--- config.mk ---
export PLATFORM = sky130hd
export DESIGN_NAME = sync_fifo
export DESIGN_NICKNAME = d
export VERILOG_FILES = /design/src/rtl/sizing_pkg.sv /design/src/rtl/sync_fifo.sv
export SDC_FILE = /design/constraint.sdc
export NUM_CORES = 1
export LEC_CHECK = 0
export ABC_AREA = 1
export BUFFER_PORTS_ARGS = -buffer_cell sky130_fd_sc_hd__buf_2
export CAP_MARGIN = 20
export CORE_AREA = 2 2 131 133
export DETAILED_ROUTE_END_ITERATION = 8
export DIE_AREA = 0 0 133 135
export GPL_TIMING_DRIVEN = 0
export PLACE_DENSITY = 0.58
export SLEW_MARGIN = 10
export SYNTH_ARGS = -nofsm -noshare
export SYNTH_HDL_FRONTEND = slang
export SYNTH_SLANG_ARGS = --single-unit
export TNS_END_PERCENT = 50
--- constraint.sdc ---
create_clock -name clk -period 5.7 [get_ports clk]
set_clock_uncertainty 0.1 [all_clocks]
set_input_delay 1.14 -clock clk [delete_from_list [all_inputs] [get_ports clk]]
set_output_delay 1.14 -clock clk [all_outputs]
set_load 0.05 [all_outputs]
--- src/rtl/sizing_pkg.sv ---
// Shared width helpers for storage primitives: how many bits it takes to
// address N entries, and how many bits it takes to hold the value N itself.
package sizing;

  // Bits needed to address entries 0..n-1; never less than one bit.
  function automatic int encoding_size(input int n);
    if (n <= 1) return 1;
    return $clog2(n);
  endfunction

  // Bits needed to represent the value n (0..n inclusive); never less than one bit.
  function automatic int bit_size(input int n);
    if (n < 1) return 1;
    return $clog2(n + 1);
  endfunction

endpackage

--- src/rtl/sync_fifo.sv ---
// Single-clock first-word-fall-through FIFO with valid/ready on both sides.
// Works for any positive depth: pointers wrap explicitly at DEPTH-1 rather
// than relying on binary rollover. Flags come from the registered occupancy
// count only, so in_ready has no combinational path from out_ready.
module sync_fifo
  import sizing::*;
#(
  parameter int  DATA_W       = 8,
  parameter int  DEPTH        = 16,
  parameter int  AFULL_THRESH = DEPTH,
  localparam int AW           = encoding_size(DEPTH),
  localparam int CW           = bit_size(DEPTH)
) (
  input  logic              clk,
  input  logic              rst_n,
  input  logic [DATA_W-1:0] in_data,
  input  logic              in_valid,
  output logic              in_ready,
  output logic [DATA_W-1:0] out_data,
  output logic              out_valid,
  input  logic              out_ready,
  output logic [CW-1:0]     count,
  output logic              almost_full
);

  // Elaboration-time sanity checks on the parameter set.
  if (DEPTH < 1) begin : g_bad_depth
    $error("sync_fifo: DEPTH must be >= 1");
  end
  if (DATA_W < 1) begin : g_bad_width
    $error("sync_fifo: DATA_W must be >= 1");
  end
  if (AFULL_THRESH < 1 || AFULL_THRESH > DEPTH) begin : g_bad_thresh
    $error("sync_fifo: AFULL_THRESH must be in 1..DEPTH");
  end

  // Advance a pointer, wrapping from DEPTH-1 back to 0 (non-power-of-two safe).
  function automatic logic [AW-1:0] ptr_inc(input logic [AW-1:0] p);
    if (p == AW'(DEPTH - 1)) return '0;
    return p + AW'(1);
  endfunction

  logic [DATA_W-1:0] mem_q [DEPTH];
  logic [AW-1:0]     wr_ptr_q, wr_ptr_d;
  logic [AW-1:0]     rd_ptr_q, rd_ptr_d;
  logic [CW-1:0]     count_q,  count_d;
  logic              push, pop;

  assign in_ready    = (count_q != CW'(DEPTH));
  assign out_valid   = (count_q != '0);
  assign out_data    = mem_q[rd_ptr_q];
  assign count       = count_q;
  assign almost_full = (count_q >= CW'(AFULL_THRESH));

  assign push = in_valid  && in_ready;
  assign pop  = out_valid && out_ready;

  // Next-state for pointers and occupancy from the accepted handshakes.
  always_comb begin
    wr_ptr_d = wr_ptr_q;
    rd_ptr_d = rd_ptr_q;
    count_d  = count_q;
    if (push) wr_ptr_d = ptr_inc(wr_ptr_q);
    if (pop)  rd_ptr_d = ptr_inc(rd_ptr_q);
    case ({push, pop})
      2'b10:   count_d = count_q + CW'(1);
      2'b01:   count_d = count_q - CW'(1);
      default: count_d = count_q;
    endcase
  end

  // Control state: cleared immediately by reset, contents are simply abandoned.
  always_ff @(posedge clk or negedge rst_n) begin
    if (!rst_n) begin
      wr_ptr_q <= '0;
      rd_ptr_q <= '0;
      count_q  <= '0;
    end else begin
      wr_ptr_q <= wr_ptr_d;
      rd_ptr_q <= rd_ptr_d;
      count_q  <= count_d;
    end
  end

  // Storage write; the array itself is never reset.
  always_ff @(posedge clk) begin
    if (push) mem_q[wr_ptr_q] <= in_data;
  end

endmodule

==> results.tsv, run 1 <==
metric	value	unit
wl	15.18	mm
max_slew_margin	41.62	%
start_util	39.40	%
finalSetupViolCount	0	
power-per-cell-area	565.7	nW/um^2
ys_seq_area_share	64.49	%
maxCapViolCount	0	
setup_tns	0	ns
clock.fmax	289.5	MHz
endpoint_kind	output pin	
finalPower	4.297	mW
hold_viol	0	
cp.required	4.46	ns
hpwl	10.17	mm
areaGrowthSynthToFinish	17.50	%
status	complete, no violations	
post_drt_via_cell_ratio	4.764	
antenna_found_initial	0	
peakVddDrop	349.8	uV
worst-path-stages	7	
fin_crit	3.454	ns
die_area	17960	sq um
crit_path_max_fanout	10	
path_cells	buf_2 -> clkbuf_1 -> nand3_1 -> nand3_1 -> nand3_1 -> nand2_1 -> buf_2	
ios	28	
dp_cells	922	
drcViolationCount	0	
num_vias	4545	
hold_class	reg2reg	
die_y	135	um
drive_above_1_share	11.17	%
grt_pass1_wl	23.75	mm
hold_path_depth	2	
cts_setup_buffers	0	
dr.pass1.iters	5	
cts.sinks	141	
ys_warn_count	0	
reg2reg_from	count[4]$_DFFE_PN0P_	
cts_tree	yes	
layout_commonest_cell	nand2_1	
grt_max_degree	17	
grt_pass1_vias	4438	
reg2reg_depth	15	
final_nets	743	
ys_ff_latch	141	
dr.first_iter.drc_count	335	
reg2reg_slack	3.26	ns
clkLatencyLatePin	0.42	ns
synthCells	675	
final_cell_mix	nand2_1, inv_1, edfxtp_1	
cp_top_family	buffers and inverters	
gp_congestion	0.8576	
fin_cells	954	
coreArea	16410	sq um
avgRoutedWirePerCell	15.92	um
grt_use_total	17.91	%
slowest_delay	0.44	ns
crit_top_cell	nand3_1	
worst-setup-path-type	reg2out	
hold_buffers	0	
insertedDiodeCount	0	
hp-start	rd_ptr_q[3]$_DFFE_PN0P_	
htree_levels	4	
period_share	60.60	%
cts_resized	0	
rows	47	
worst_pin_slew	0.8724	ns
synthesis.nets	697	
cts_made_buffers	17	
leakage	3.459	nW
worst_ep_arrival_time	2.21	ns
clockRootBuffer	clkbuf_16	
clockBufferDepth	2	
port_buffers	27	
critPathLaunchType	flop	
grt-ovfl-total	0	
die_w	133	um
rsz0062_at_grt	false	
cp-startpoint	rd_ptr_q[1]$_DFFE_PN0P_	
yosysUniqueCellTypes	22	
final_antenna_net_count	0	
avgSynthCellArea	9.578	sq um
clkSlewWorstSetupHoldPaths	0.06	ns
syn-cell-area	6465	sq um
cpMaxStageDelayCell	clkbuf_1	
crit_buf_inv	3	
whs	0.4171	ns
drv_slew	0	
==> area by class of cell <==
cell class	instances	area (sq um)
buffer	24	130.1
timing repair buffer	27	135.1
sequential	141	4169
inverter	140	526.8
clock buffer	20	456.7
tap	220	275.3
multi-input combinational	370	1639
fill	1502	8811
clock inverter	12	264.0
==> cells in the mapped netlist <==
cell      count  area share (%)
nand2_1     230              13
inv_1       133             7.7
edfxtp_1    128              59
nand3_1      91             7.0
nor2_1       20             1.2
dfrtp_1      13             5.0
buf_2        11            0.85
ha_1          9             1.7
clkbuf_1      7            0.41
inv_2         6            0.35
o21ai_1       6            0.46
buf_4         5            0.58
o21ai_0       4            0.31
nand4_1       3            0.29
xnor2_1       2            0.27
a21oi_1       1           0.077
buf_6         1            0.17
clkinv_2      1           0.077
fa_1          1            0.31
nand2_2       1           0.097
or2_1         1           0.097
xor2_1        1            0.14
==> final timing paths <==
| path | end |
|---|---|
| hold reg to reg | rd_ptr_q[3]$_DFFE_PN0P_ |
| hold / removal | rd_ptr_q[3]$_DFFE_PN0P_ |
| min in group asynchronous | wr_ptr_q[0]$_DFFE_PN0P_ |
| setup / recovery | out_data[3] |
| setup reg to reg | count[4]$_DFFE_PN0P_ |
| max in group asynchronous | rd_ptr_q[0]$_DFFE_PN0P_ |
==> registers in the layout, indices dropped and copies added (netlist names) <==
| signal | flops |
|---|---|
| rd_ptr_q | 4 |
| mem_q | 128 |
| count | 5 |
| wr_ptr_q | 4 |
==> tightest hold or removal path, stage by stage (launching register included) <==
cell	delay (ns)
dfrtp_1	0.37
nand2_1	0.06
nand2_1	0.06
==> power breakdown <==
part	total (mW)	switching [mW]	internal [mW]
clock network	1.34	0.413	0.930
logic	1.63	1.20	0.429
registers	1.33	0.0670	1.26
==> logic make-up after synthesis <==
logic type	Yosys count	share of synthesized area, %
simple gates	346	22.04
fa+ha+maj	10	2.052
xor+xnor	3	0.4065
compound gates	11	0.8515
buf+inv	164	10.16
flops	141	64.49
==> metal layers <==
layer / part of all wire [%] / vias to the layer above / GRT usage (%) / routed length [um]
met3: 4.1 / 24 / 3.228 / 623
met1: 45 / 2191 / 23.39 / 6896
met2: 48 / 107 / 29.65 / 7354
li1: - / 2223 / - / -
met5: 0 / - / 0 / 0
met4: 2.0 / 0 / 7.407 / 309
==> through the flow <==
stage	worst slack [ns]	util (%)	instance area, sq um
2_1_floorplan	2.710	-	6465
3_3_place_gp	2.659	41.91	6875
3_5_place_dp	2.663	41.91	6875
4_1_cts	2.222	46.30	7596
5_1_grt	2.072	46.30	7596
6_report	2.246	46.30	7596
Power figures use the tool's default switching activity.
==> run 2, diff against run 1 <==
--- a/config.mk
+++ b/config.mk
@@ -5,12 +5,12 @@
 export SDC_FILE = /design/constraint.sdc
 export NUM_CORES = 1
 export LEC_CHECK = 0
-export ABC_AREA = 1
+export ABC_AREA = 0
 export BUFFER_PORTS_ARGS = -buffer_cell sky130_fd_sc_hd__buf_2
 export CAP_MARGIN = 20
-export CORE_AREA = 2 2 131 133
+export CORE_AREA = 2 2 125 127
 export DETAILED_ROUTE_END_ITERATION = 8
-export DIE_AREA = 0 0 133 135
+export DIE_AREA = 0 0 127 129
 export GPL_TIMING_DRIVEN = 0
 export PLACE_DENSITY = 0.58
 export SLEW_MARGIN = 10
==> constraint.sdc (replaced) <==
create_clock -name clk -period 3.2 [get_ports clk]
set_clock_uncertainty 0.1 [all_clocks]
set_input_delay 0.64 -clock clk [delete_from_list [all_inputs] [get_ports clk]]
set_output_delay 0.64 -clock clk [all_outputs]
set_load 0.05 [all_outputs]
==> results.tsv, run 2 <==
metric	value	unit
grt_pass1_vias	3035	
areaGrowthSynthToFinish	18.10	%
finalSetupViolCount	0	
dr.pass1.iters	5	
ys_warn_count	0	
antenna_found_initial	0	
drive_above_1_share	32.99	%
yosysUniqueCellTypes	39	
grt_max_degree	17	
power-per-cell-area	1010	nW/um^2
final_antenna_net_count	0	
clkSlewWorstSetupHoldPaths	0.05	ns
drv_slew	0	
fin_crit	3.132	ns
dr.first_iter.drc_count	198	
hold_viol	0	
syn-cell-area	5911	sq um
status	complete, no violations	
post_drt_via_cell_ratio	5.162	
ios	28	
cp.required	2.46	ns
die_w	127	um
utilization	46.61	%
wl	12.23	mm
rsz0062_at_grt	false	
slowest_delay	0.38	ns
die_area	16380	sq um
grt_use_total	16.02	%
avgSynthCellArea	18.24	sq um
period_share	97.89	%
coreArea	14980	sq um
gp_congestion	0.7900	
cts_tree	yes	
hpwl	8.069	mm
ys_ff_latch	141	
ys_top_cells_by_count	edfxtp_1, mux4_2, inv_1	
critPathLaunchType	flop	
synth-edff-count	128	
num_vias	2989	
cts_made_buffers	17	
grt_pass1_wl	18.59	mm
hold_class	in2async	
cp-startpoint	rd_ptr_q[1]$_DFFE_PN0P_	
die_y	129	um
final_nets	400	
peakVddDrop	566.9	uV
leakage	2.422	nW
drcViolationCount	0	
ys_seq_area_share	70.53	%
htree_levels	4	
grt-ovfl-total	0	
synthFlopType	edfxtp_1	
worst_pin_slew	0.9181	ns
insertedDiodeCount	0	
cpMaxStageDelayCell	mux2_2	
regMostFlops	mem_q	
synthesis.nets	346	
maxCapViolCount	0	
yosysTopAreaCell	edfxtp_1	
clkLatencyLatePin	0.42	ns
synthCells	324	
endpoint_kind	output pin	
cts.sinks	141	
clockRootBuffer	clkbuf_16	
reg2reg_from	count[3]$_DFFE_PN0P_	
fill_cells	1282	
clockBufferDepth	2	
rows	45	
synthArstFlopShare	9.220	%
port_buffers	27	
setup_tns	0	ns
largest_reg_flops	128	
layout_commonest_cell	edfxtp_1	
crit_path_max_fanout	10	
yosysMostFrequentCell	edfxtp_1	
avgRoutedWirePerCell	21.12	um
worst-setup-path-type	reg2out	
final_cell_mix	edfxtp_1, buf_2, mux4_2	
worst_ep_arrival_time	2.39	ns
path_cells	buf_6 -> buf_8 -> mux2_2 -> o221ai_2 -> o21ai_1 -> a221o_1 -> clkbuf_4	
synth_area_leaders	edfxtp_1, mux4_2, dfrtp_1	
max_slew_margin	38.57	%
start_util	39.47	%
clock.fmax	319.2	MHz
finalPower	7.053	mW
synth_top_area_share	65.03	%
## run 2: changes by cell type in the layout (fill, tap and decap cells not counted), moves of 9 or more
cell / before / now
mux4_2: 0 / 24
inv_1: 133 / 15
nand3_1: 91 / 3
nand2_1: 230 / 12
nor2b_1: 0 / 9
mux2_4: 0 / 10
## run 2: power by group
part | leakage (nW) | internal [mW] | switching [mW]
Combinational | 0.844 | 1.08 | 1.69
Sequential | 1.31 | 2.26 | 0.131
Clock | 0.270 | 1.21 | 0.687
Total | 2.42 | 4.54 | 2.51
## run 2: cell families after synthesis
group,synth area share [%]
AO/OA/AOI/OAI,5.716
XOR/XNOR,0.8891
adder cells (fa/ha/maj),2.244
buffers and inverters,3.111
flip-flops,70.53
multiplexers,13.21
AND/OR/NAND/NOR,4.297
## run 2: area by class of cell
type | count | area, sq um | area share (%)
Buffer | 17 | 145.1 | 2.079
Sequential cell | 141 | 4174 | 59.80
Timing Repair Buffer | 35 | 207.7 | 2.975
Clock buffer | 22 | 444.2 | 6.363
Tap cell | 188 | 235.2 | 3.370
Multi-Input combinational cell | 150 | 1593 | 22.82
Clock inverter | 10 | 121.4 | 1.739
Inverter | 16 | 60.06 | 0.8604
## run 2: metal layers
| layer | global-route usage (%) | vias to the layer above | routed length (um) |
|---|---|---|---|
| li1 | - | 1380 | - |
| met2 | 25.21 | 65 | 5957 |
| met4 | 6.917 | 0 | 258 |
| met5 | 0 | - | 0 |
| met3 | 4.033 | 20 | 421 |
| met1 | 21.37 | 1524 | 5591 |
## run 2: what timing repair did
| item | in CTS | in global routing |
|---|---|---|
| hold buffers | 0 | 0 |
| setup buffers | 0 | 4 |
| endpoints found under the setup margin | 7 | 7 |
| pin swaps | 0 | 2 |
| gates resized for setup | 5 | 8 |
## run 2: through the flow
step | area (sq um) | instances | worst slack, ns | hold WS [ns]
after global placement | 6301 | 539 | 0.04661 | 0.4443
after floorplan | 5931 | 324 | 0.003988 | 0.2444
final | 6980 | 579 | 0.06764 | 0.005313
after CTS | 6908 | 575 | 0.004815 | 0.007229
after detailed placement | 6326 | 543 | 0.02665 | 0.4430
after global routing | 6980 | 579 | 0.001775 | 0.01425
## run 2: final timing paths
path,endpoint,slack (ns),depth (start not counted)
setup / recovery,out_data[6],0.07,7
hold / removal,count[4]$_DFFE_PN0P_,0.005,1
setup reg to reg,count[4]$_DFFE_PN0P_,0.18,13
hold reg to reg,count[0]$_DFFE_PN0P_,0.44,1
max in group asynchronous,rd_ptr_q[0]$_DFFE_PN0P_,2.74,1
min in group clk,count[0]$_DFFE_PN0P_,0.44,1
## run 2: worst max-delay path: cells and delay by family (launching register included)
family | cells | cell delay [ns]
AOI/OAI and AO/OA | 3 | 0.71
buffers and inverters | 3 | 0.53
DFF | 1 | 0.37
muxes | 1 | 0.38
